**src/rtl/mips_pkg.sv**
```systemverilog
`default_nettype none
// ============================================================================
// Module      : mips_pkg
// Description : Shared types and constants for the MIPS fetch stage: fetch FSM
//               state encoding, redirect-select encoding, reset PC and the
//               bubble instruction word.
// Revision    : 1.0 - initial release
// ============================================================================
package mips_pkg;

  // Reset PC: start of the MIPS user text segment
  localparam logic [31:0] c_PC_RESET = 32'h0040_0000;

  // Bubble word placed in IF/ID when the slot is flushed or empty (sll $0,$0,0)
  localparam logic [31:0] c_NOP_WORD = 32'h0000_0000;

  // Fetch FSM states
  typedef enum logic [1:0] {
    FETCH = 2'd0,  // request outstanding
    HOLD  = 2'd1,  // word captured during a stall, waiting to enter IF/ID
    DRAIN = 2'd2   // request abandoned by a redirect, late word to be dropped
  } fetchState_t;

  // Next-PC redirect source selected from ID
  typedef enum logic [1:0] {
    RD_NONE = 2'd0,
    RD_BR   = 2'd1,
    RD_J    = 2'd2,
    RD_JR   = 2'd3
  } redirectSel_t;

endpackage : mips_pkg
`default_nettype wire

```
**src/rtl/instruction_fetch_stage_if.sv**
```systemverilog
`default_nettype none
// ============================================================================
// Module      : instruction_fetch_stage_if
// Description : Instruction-memory request/response bundle between the fetch
//               stage (master) and the instruction memory (slave).
// Revision    : 1.0 - initial release
// ============================================================================
interface instruction_fetch_stage_if;

  logic        IMemReq_o;    // fetch request
  logic [31:0] IMemAddr_o;   // fetch address (current PC)
  logic        IMemValid_i;  // instruction word valid this cycle
  logic [31:0] IMemInstr_i;  // returned instruction word

  modport master (
    output IMemReq_o,
    output IMemAddr_o,
    input  IMemValid_i,
    input  IMemInstr_i
  );

  modport slave (
    input  IMemReq_o,
    input  IMemAddr_o,
    output IMemValid_i,
    output IMemInstr_i
  );

endinterface : instruction_fetch_stage_if
`default_nettype wire

```
**src/rtl/if_id_register.sv**
```systemverilog
`default_nettype none
// ============================================================================
// Module      : if_id_register
// Description : IF/ID pipeline register holding instruction, PC, PC+4 and a
//               valid flag. Flush inserts a bubble and has priority over load;
//               with neither asserted the register holds its contents.
// Revision    : 1.0 - initial release
// ============================================================================
module if_id_register
  import mips_pkg::*;
#(
  parameter logic [31:0] NOP_WORD = c_NOP_WORD
) (
  input  logic        clk,
  input  logic        reset,      // asynchronous, active-low
  input  logic        i_load,
  input  logic        i_flush,
  input  logic [31:0] i_instr,
  input  logic [31:0] i_pc,
  input  logic [31:0] i_pcPlus4,
  output logic [31:0] o_instr,
  output logic [31:0] o_pc,
  output logic [31:0] o_pcPlus4,
  output logic        o_valid
);

  logic [31:0] r_instr;
  logic [31:0] r_pc;
  logic [31:0] r_pcPlus4;
  logic        r_valid;

  // Pipeline register: bubble on flush, capture on load, otherwise hold
  always_ff @(posedge clk or negedge reset) begin
    if (!reset) begin
      r_instr   <= NOP_WORD;
      r_pc      <= 32'h0;
      r_pcPlus4 <= 32'h0;
      r_valid   <= 1'b0;
    end else if (i_flush) begin
      r_instr   <= NOP_WORD;
      r_valid   <= 1'b0;
    end else if (i_load) begin
      r_instr   <= i_instr;
      r_pc      <= i_pc;
      r_pcPlus4 <= i_pcPlus4;
      r_valid   <= 1'b1;
    end
  end

  assign o_instr   = r_instr;
  assign o_pc      = r_pc;
  assign o_pcPlus4 = r_pcPlus4;
  assign o_valid   = r_valid;

endmodule : if_id_register
`default_nettype wire

```
**src/rtl/instruction_fetch_stage.sv**
```systemverilog
`default_nettype none
// ============================================================================
// Module      : instruction_fetch_stage
// Description : MIPS instruction fetch stage. Owns the PC, issues requests to a
//               variable-latency instruction memory, absorbs hazard stalls via
//               a one-word holding register, and applies JR/J/branch redirects
//               from ID by flushing IF/ID and draining abandoned requests.
// Revision    : 1.0 - initial release
// ============================================================================
module instruction_fetch_stage
  import mips_pkg::*;
#(
  parameter logic [31:0] PC_RESET = c_PC_RESET,
  parameter logic [31:0] NOP_WORD = c_NOP_WORD
) (
  input  logic        clk,
  input  logic        reset,          // asynchronous, active-low
  input  logic        Stall_i,
  input  logic        BranchTaken_i,
  input  logic [31:0] BranchTarget_i,
  input  logic        J_i,
  input  logic [25:0] JTarget_i,
  input  logic        JR_i,
  input  logic [31:0] RegRs_i,
  instruction_fetch_stage_if.master imem,
  output logic [31:0] Instr_o,
  output logic [31:0] PC_o,
  output logic [31:0] PCPlus4_o,
  output logic        Valid_o
);

  fetchState_t  r_state;
  logic [31:0]  r_pc;
  logic [31:0]  r_holdInstr;
  logic         r_imemReq;

  redirectSel_t w_redirSel;
  logic         w_redirect;
  logic [31:0]  w_target;
  logic [31:0]  w_pcPlus4;
  logic         w_fetchLoad;
  logic         w_holdLoad;
  logic         w_ifidLoad;
  logic         w_ifidFlush;
  logic [31:0]  w_ifidInstr;

  assign w_pcPlus4 = r_pc + 32'd4;

  // Redirect source: only a real, unstalled instruction in ID may redirect
  always_comb begin
    w_redirSel = RD_NONE;
    if (Valid_o && !Stall_i) begin
      if (JR_i)               w_redirSel = RD_JR;
      else if (J_i)           w_redirSel = RD_J;
      else if (BranchTaken_i) w_redirSel = RD_BR;
    end
  end

  assign w_redirect = (w_redirSel != RD_NONE);

  // Redirect target; JR masks the low bits so fetches stay word-aligned
  always_comb begin
    w_target = w_pcPlus4;
    case (w_redirSel)
      RD_JR:   w_target = RegRs_i & 32'hFFFF_FFFC;
      RD_J:    w_target = {PCPlus4_o[31:28], JTarget_i, 2'b00};
      RD_BR:   w_target = BranchTarget_i;
      default: w_target = w_pcPlus4;
    endcase
  end

  // r_imemReq is only high in FETCH, so a qualified response implies FETCH
  assign w_fetchLoad = r_imemReq & imem.IMemValid_i & ~Stall_i & ~w_redirect;
  assign w_holdLoad  = (r_state == HOLD) & ~Stall_i & ~w_redirect;
  assign w_ifidLoad  = w_fetchLoad | w_holdLoad;
  // Any unstalled cycle that does not deliver a word advances a bubble into
  // ID; this also covers the flush on redirect
  assign w_ifidFlush = ~Stall_i & ~w_ifidLoad;
  assign w_ifidInstr = (r_state == HOLD) ? r_holdInstr : imem.IMemInstr_i;

  // Fetch FSM with PC, holding register and registered request
  always_ff @(posedge clk or negedge reset) begin
    if (!reset) begin
      r_state     <= FETCH;
      r_pc        <= PC_RESET;
      r_holdInstr <= NOP_WORD;
      r_imemReq   <= 1'b0;
    end else begin
      case (r_state)
        FETCH: begin
          if (w_redirect) begin
            r_pc        <= w_target;
            r_holdInstr <= NOP_WORD;
            if (imem.IMemValid_i) begin
              r_state   <= FETCH;
              r_imemReq <= 1'b1;
            end else begin
              r_state   <= DRAIN;
              r_imemReq <= 1'b0;
            end
          end else if (r_imemReq && imem.IMemValid_i) begin
            if (Stall_i) begin
              r_holdInstr <= imem.IMemInstr_i;
              r_state     <= HOLD;
              r_imemReq   <= 1'b0;
            end else begin
              r_pc      <= w_pcPlus4;
              r_state   <= FETCH;
              r_imemReq <= 1'b1;
            end
          end else begin
            r_state   <= FETCH;
            r_imemReq <= 1'b1;
          end
        end
        HOLD: begin
          if (w_redirect) begin
            r_pc        <= w_target;
            r_holdInstr <= NOP_WORD;
            r_state     <= FETCH;
            r_imemReq   <= 1'b1;
          end else if (!Stall_i) begin
            r_pc        <= w_pcPlus4;
            r_holdInstr <= NOP_WORD;
            r_state     <= FETCH;
            r_imemReq   <= 1'b1;
          end else begin
            r_state   <= HOLD;
            r_imemReq <= 1'b0;
          end
        end
        DRAIN: begin
          if (imem.IMemValid_i) begin
            r_state   <= FETCH;
            r_imemReq <= 1'b1;
          end else begin
            r_state   <= DRAIN;
            r_imemReq <= 1'b0;
          end
        end
        default: begin
          r_state   <= FETCH;
          r_imemReq <= 1'b0;
        end
      endcase
    end
  end

  assign imem.IMemReq_o  = r_imemReq;
  assign imem.IMemAddr_o = r_pc;

  if_id_register #(
    .NOP_WORD (NOP_WORD)
  ) u_ifId (
    .clk       (clk),
    .reset     (reset),
    .i_load    (w_ifidLoad),
    .i_flush   (w_ifidFlush),
    .i_instr   (w_ifidInstr),
    .i_pc      (r_pc),
    .i_pcPlus4 (w_pcPlus4),
    .o_instr   (Instr_o),
    .o_pc      (PC_o),
    .o_pcPlus4 (PCPlus4_o),
    .o_valid   (Valid_o)
  );

endmodule : instruction_fetch_stage
`default_nettype wire
```
**src/flat_wrapper.sv**
```systemverilog
// flat-port wrapper written by rule: the top's interface ports become plain ports
module instruction_fetch_stage_flat import mips_pkg::*;
#(
  parameter logic [31:0] PC_RESET = c_PC_RESET,
  parameter logic [31:0] NOP_WORD = c_NOP_WORD
)
  (clk, reset, Stall_i, BranchTaken_i, BranchTarget_i, J_i, JTarget_i, JR_i, RegRs_i, Instr_o, PC_o, PCPlus4_o, Valid_o, imem_IMemReq_o, imem_IMemAddr_o, imem_IMemValid_i, imem_IMemInstr_i);
  instruction_fetch_stage_if imem_i ();
  input  logic clk;
  input  logic reset;
  input  logic Stall_i;
  input  logic BranchTaken_i;
  input  logic [31:0] BranchTarget_i;
  input  logic J_i;
  input  logic [25:0] JTarget_i;
  input  logic JR_i;
  input  logic [31:0] RegRs_i;
  output logic [31:0] Instr_o;
  output logic [31:0] PC_o;
  output logic [31:0] PCPlus4_o;
  output logic Valid_o;
  output wire logic [$bits(imem_i.IMemReq_o)-1:0] imem_IMemReq_o;
  output wire logic [$bits(imem_i.IMemAddr_o)-1:0] imem_IMemAddr_o;
  input wire logic [$bits(imem_i.IMemValid_i)-1:0] imem_IMemValid_i;
  input wire logic [$bits(imem_i.IMemInstr_i)-1:0] imem_IMemInstr_i;
  assign imem_IMemReq_o = imem_i.IMemReq_o;
  assign imem_IMemAddr_o = imem_i.IMemAddr_o;
  assign imem_i.IMemValid_i = imem_IMemValid_i;
  assign imem_i.IMemInstr_i = imem_IMemInstr_i;
  instruction_fetch_stage #(.PC_RESET(PC_RESET), .NOP_WORD(NOP_WORD)) u_core (.clk(clk), .reset(reset), .Stall_i(Stall_i), .BranchTaken_i(BranchTaken_i), .BranchTarget_i(BranchTarget_i), .J_i(J_i), .JTarget_i(JTarget_i), .JR_i(JR_i), .RegRs_i(RegRs_i), .imem(imem_i), .Instr_o(Instr_o), .PC_o(PC_o), .PCPlus4_o(PCPlus4_o), .Valid_o(Valid_o));
endmodule
```
**config.mk**
```make
export PLATFORM = sky130hd
export DESIGN_NAME = instruction_fetch_stage_flat
export DESIGN_NICKNAME = d
export VERILOG_FILES = /design/src/rtl/mips_pkg.sv /design/src/rtl/instruction_fetch_stage_if.sv /design/src/rtl/if_id_register.sv /design/src/rtl/instruction_fetch_stage.sv /design/src/flat_wrapper.sv
export SDC_FILE = /design/constraint.sdc
export NUM_CORES = 1
export LEC_CHECK = 0
export ABC_AREA = 1
export CAP_MARGIN = 20
export CORE_ASPECT_RATIO = 0.6
export CORE_MARGIN = 4
export CORE_UTILIZATION = 35
export CTS_BUF_LIST = sky130_fd_sc_hd__clkbuf_8
export DETAILED_ROUTE_END_ITERATION = 7
export PLACE_DENSITY = 0.65
export SLEW_MARGIN = 20
export SYNTH_ARGS = -nofsm -noshare
export SYNTH_HDL_FRONTEND = slang
export SYNTH_SLANG_ARGS = --single-unit
```
**constraint.sdc**
```tcl
create_clock -name clk -period 1.8 [get_ports clk]
set_clock_uncertainty 0.2 [all_clocks]
set_input_delay 0.27 -clock clk [delete_from_list [all_inputs] [get_ports clk]]
set_output_delay 0.27 -clock clk [all_outputs]
set_load 0.01 [all_outputs]
```
Word-level counts from Yosys, hierarchy flattened
Index checks and enable logic that the tools add are counted.
- register bits after elaboration: 164
- output and inout bits: 130
- word-level logic and storage cells: 71
- add/subtract/negate cells: 1
- equality and inequality tests: 8
- muxes and demuxes: 33
- bitwise gates (word level): 11
- reduce and logical (&&, ||, !) cells: 10
- operators with widths (operator ; number):
    $mux 32 ; 12
    $pmux 32 s2 ; 2
    $pmux 32 s3 ; 1
    $add 32x3->32 const B ; 1
    $mux 2 ; 7
    $mux 1 ; 9
    $and 1x1->1 ; 6
    $eq 2x2->1 const B ; 3
    $ne 3x2->1 const B ; 2
    $pmux 2 s3 ; 1
    $reduce_bool 2->1 ; 3
    $eq 2x1->1 const B ; 2
    $not 1->1 ; 4
    $reduce_and 2->1 ; 2
    $reduce_and 4->1 ; 1
    $ne 3x1->1 const B ; 1
    $pmux 1 s3 ; 1
    $logic_and 1x1->1 ; 2
    $logic_not 2->1 ; 1
    $logic_not 1->1 ; 1
    $or 1x1->1 ; 1

Logic depth before layout (Yosys ltp)
- word-level depth: 12
- gate-level depth with buffers: 12
- gate-level depth less buffers: 10

Hierarchy
Synthesis repeated with hierarchy kept, for this count alone.
- cell total of the unflattened synthesis: 1295
- area, all modules: 9057.4 sq um
- modules (own cells, without submodules) (module ; times used ; cells each ; area an instance (sq um) ; seq. area each (sq um)):
    instruction_fetch_stage ; 1 ; 874 ; 5263.8 ; 1677.9
    if_id_register ; 1 ; 421 ; 3793.6 ; 2427.3

Worst setup path before layout
Ideal clock, no wire load.
- kind: register to register
- start: register u_core.r_pc[2], in the netlist u_core.imem.IMemAddr_o[2]
- end: register u_core.r_pc[28], in the netlist u_core.imem.IMemAddr_o[28]
- arrival time: 1629 ps
- required time: 1483 ps
- setup slack: -146 ps
- stages on the path, launching flop included: 11
- path buffers: 0
- clock period less this slack: 1946 ps
- cells stage by stage: dfrtp_1 > ha_1 > nand2_1 > nor2_1 > nand2_1 > nor2_1 > nand2_1 > nand2_1 > nand3_1 > nand2_1 > nand2_1
- word-level cells in the longest chain between the ends: 5
- ends and longest elaborated chain (item ; RTL line ; RTL):
    start: declaration ; instruction_fetch_stage.sv:33 ; logic [31:0] r_pc;
    start signal: assignment ; instruction_fetch_stage.sv:92 ; r_pc <= w_target;
    start signal: assignment ; instruction_fetch_stage.sv:107 ; r_pc <= w_pcPlus4;
    start signal: assignment ; instruction_fetch_stage.sv:118 ; r_pc <= w_target;
    $add 32x3->32 * ; instruction_fetch_stage.sv:47 ; assign w_pcPlus4 = r_pc + 32'd4;
    $mux 32 ; instruction_fetch_stage.sv:102, instruction_fetch_stage.sv:122 ;
    $mux 32 ; instruction_fetch_stage.sv:101 ; end else if (r_imemReq && imem.IMemValid_i) begin
    $mux 32 ; instruction_fetch_stage.sv:91 ; if (w_redirect) begin
    $pmux 32 s2 * ; instruction_fetch_stage.sv:89 ; case (r_state)
Every way passes the cells marked *; elsewhere a longest branch is shown, timed or not. The select of a mux whose other input is x is not followed.
A chain may end at the register's enable or synchronous reset.

Worst setup path in the final report
- start: register u_core.r_pc[3], in the netlist u_core.imem.IMemAddr_o[3]
- end: register u_core.r_pc[20], in the netlist u_core.imem.IMemAddr_o[20]
Same word-level chain as after synthesis.

==> impl_metrics.ini <==
[finish]
fin_area_um2 = 13500
drive_above_1_share = 0.230
antenna_cells = 0
nFillCells = 2111
post-route-util = 0.580
area_growth_pct = 62.6
nNetsFinal = 1601

[setup_path]
critical-path-max-stage-delay_ps = 410
crit_buf_inv = 2
r2r_start = u_core.imem.IMemAddr_o[3]$_DFFE_PN0P_
cpMaxStageDelayCell = dfrtp_2
r2r_end = u_core.imem.IMemAddr_o[20]$_DFFE_PN0P_
start_kind = flop
path_class = reg2reg
crit_fanout = 3
rr_worst_depth = 10
cp_top_family = simple AND/OR/NAND/NOR gates
worst_ep_arrival_time_ps = 2060
required_ps = 1960
r2r_slack_ps = -90
critical_path.endpoint_type = flop
path_cells = ha_4 -> nand2_4 -> nor2_4 -> buf_12 -> buf_6 -> nand3_4 -> o21ai_4 -> nand3_2 -> nand3_1 -> nand2_1

[route]
drt-initial-drc-count = 785
avgRoutedWirePerCell_um = 18.9
wl_um = 33900
drcViolationCount = 0
vias_per_cell = 5.06
postRouteAntennaNets = 0
vias = 9092
drt_first_pass_iters = 7

[logic_synthesis]
synth-edff-count = 0
syn-num-nets = 1218
post-synth-top-count-cell = nand2_1
synth_top_cell_by_area = dfrtp_1
ys_types = 30
synthCells = 1088
synthArstFlopShare = 1.00
synth_common_cells = nand2_1 (344), dfrtp_1 (161), o21ai_0 (114)
seq_area_frac_synth = 0.490
synth_area_um2 = 8280
ys_ff_latch = 162
avgSynthCellArea_um2 = 7.61
yosys_most_used_dff = dfrtp_1
synthTopCellsByArea = dfrtp_1 (49%), nand2_1 (16%), o21ai_0 (6.9%)
synth_top_area_frac = 0.487
synth_warnings = 0

[grt]
grt_pass1_wl_um = 48800
grt_start_max_net_pins = 98
grt_overflow = 0
antenna_found_initial = 2
grt_pass1_vias = 8407
grtUsageTotal = 0.240

[timing]
hold_violations = 0
setup_slack_ps = -94.8
rsz0062_at_grt = true
finalSetupViolCount = 41
worst_pin_slew_ps = 551
final.setup.tns_ps = -1270
fmax_ghz = 0.528
fin_crit_sh = 1.05
finalWorstPathRequiredPeriod_ps = 1890
slew_violations = 0
timing.slew.headroom = 0.633
hold-worst-slack_ps = 84.6

[worst_hold_path]
min_path_type = in2reg
holdPathStages = 4
hp-start = Stall_i
hold_end = u_core.r_state[0]$_DFF_PN0_

[pwr]
ir_drop_mv = 0.686
p_leak_nw = 6.65
p_per_area_nw_per_um2 = 1340

[flow_run]
cap_violations = 0

[cts]
cts_tree = done
htree_num_levels = 4
clkLatencyLatePin_ps = 480
cts_sinks = 162
clkTransAtPathRegs_ps = 90
cts_buffer_depth = 2
cts_root_buffer = clkbuf_8
numCtsBuffers = 17

[run_status]
violations = setup timing
status = finished, violations left

[placed_design]
hpwl_um = 24400
io_buffers = 256
place_congestion = 0.938
placed_area_um2 = 12100

[floorplan]
io_pins = 259
die-area_um2 = 26300
initial_core_util = 0.357
die_w_um = 207
row_count = 43
dieHeight_um = 127
coreArea_um2 = 23200
placed cells by master (no fill, tap or decap), types with 40 or more instances in the layout:
cell type and count:
nand3_1 63, nand2_1 314, nor2_1 66, o21ai_0 79, dlygate4sd2_1 110, dfrtp_1 149
clkdlybuf4s50_1 123, nand4_1 40, inv_1 91, buf_4 118
cell families after synthesis:
family	after synthesis	share of synthesized area
AND/OR/NAND/NOR	582	0.292
AO/OA/AOI/OAI	174	0.126
buffers and inverters	162	0.0830
XOR/XNOR	7	0.00741
flip-flops	162	0.490
adder cells (fa/ha/maj)	1	0.00151
layer usage:
| metal | wire length [um] | GRT usage | vias up |
|---|---|---|---|
| met2 | 13600 | 0.320 | 434 |
| met5 | 40 | 0 | - |
| met3 | 3490 | 0.0687 | 28 |
| li1 | - | - | 4318 |
| met1 | 16500 | 0.386 | 4308 |
| met4 | 292 | 0.0422 | 4 |
state kept, by name (all words and copies together), names as in the netlist:
name,flops
u_core.u_ifId.o_pc,32
u_core.u_ifId.o_pcPlus4,30
u_core.u_ifId.o_instr,32
u_core.u_ifId.o_valid,1
u_core.imem.IMemAddr_o,32
u_core.r_state,2
u_core.imem.IMemReq_o,1
u_core.r_holdInstr,32
worst reg2reg max path, stage by stage (launching register included):
cell and delay, ps:
dfrtp_2 410, ha_4 160, nand2_4 50, nor2_4 190, buf_12 150, buf_6 90
nand3_4 80, o21ai_4 170, nand3_2 140, nand3_1 90, nand2_1 50
per-stage QoR:
step | setup slack (ps) | power, W | cells
2_1_floorplan | 14.8 | 0.00934 | 1088
3_3_place_gp | -513 | 0.0141 | 1728
3_5_place_dp | -535 | 0.0141 | 1728
4_1_cts | -70.9 | 0.0169 | 1777
5_1_grt | -159 | 0.0191 | 1798
6_report | -94.8 | 0.0180 | 1798
final cells by class:
| class | instances | area (um2) | area share |
|---|---|---|---|
| Clock buffer | 17 | 234 | 0.0174 |
| Tap cell | 315 | 394 | 0.0293 |
| Multi-Input combinational cell | 764 | 4080 | 0.303 |
| Sequential cell | 162 | 4070 | 0.302 |
| Timing Repair Buffer | 426 | 4090 | 0.304 |
| Clock inverter | 14 | 200 | 0.0149 |
| Inverter | 100 | 384 | 0.0285 |
where the power goes:
group | switching (W) | internal (W) | total, W
logic | 0.00490 | 0.00405 | 0.00894
clock network | 0.00154 | 0.00153 | 0.00307
registers | 0.000958 | 0.00503 | 0.00599
worst max-delay path by stage:
stage | startpoint | to | slack, ps | depth (start not counted)
after floorplan | u_core.imem.IMemAddr_o[2]$_DFFE_PN0P_ | u_core.imem.IMemAddr_o[30]$_DFFE_PN0P_ | 10 | 10
after global placement | JR_i | u_core.imem.IMemAddr_o[17]$_DFFE_PN0P_ | -510 | 10
after detailed placement | BranchTaken_i | u_core.imem.IMemAddr_o[24]$_DFFE_PN0P_ | -540 | 10
after CTS | u_core.imem.IMemAddr_o[2]$_DFFE_PN0P_ | u_core.imem.IMemAddr_o[28]$_DFFE_PN0P_ | -70 | 11
after global routing | u_core.imem.IMemAddr_o[2]$_DFFE_PN0P_ | u_core.imem.IMemAddr_o[28]$_DFFE_PN0P_ | -160 | 10
final | u_core.imem.IMemAddr_o[3]$_DFFE_PN0P_ | u_core.imem.IMemAddr_o[20]$_DFFE_PN0P_ | -90 | 10
what timing repair did:
| action | CTS | global route |
|---|---|---|
| hold buffers | 1 | 0 |
| endpoints found under the setup margin | 224 | 136 |
| gates cloned | 0 | 12 |
| setup buffers | 17 | 9 |
| gates resized for setup | 215 | 169 |
| endpoints found under the hold margin | 162 | 0 |
| pin swaps | 11 | 23 |
Power figures use the tool's default switching activity.
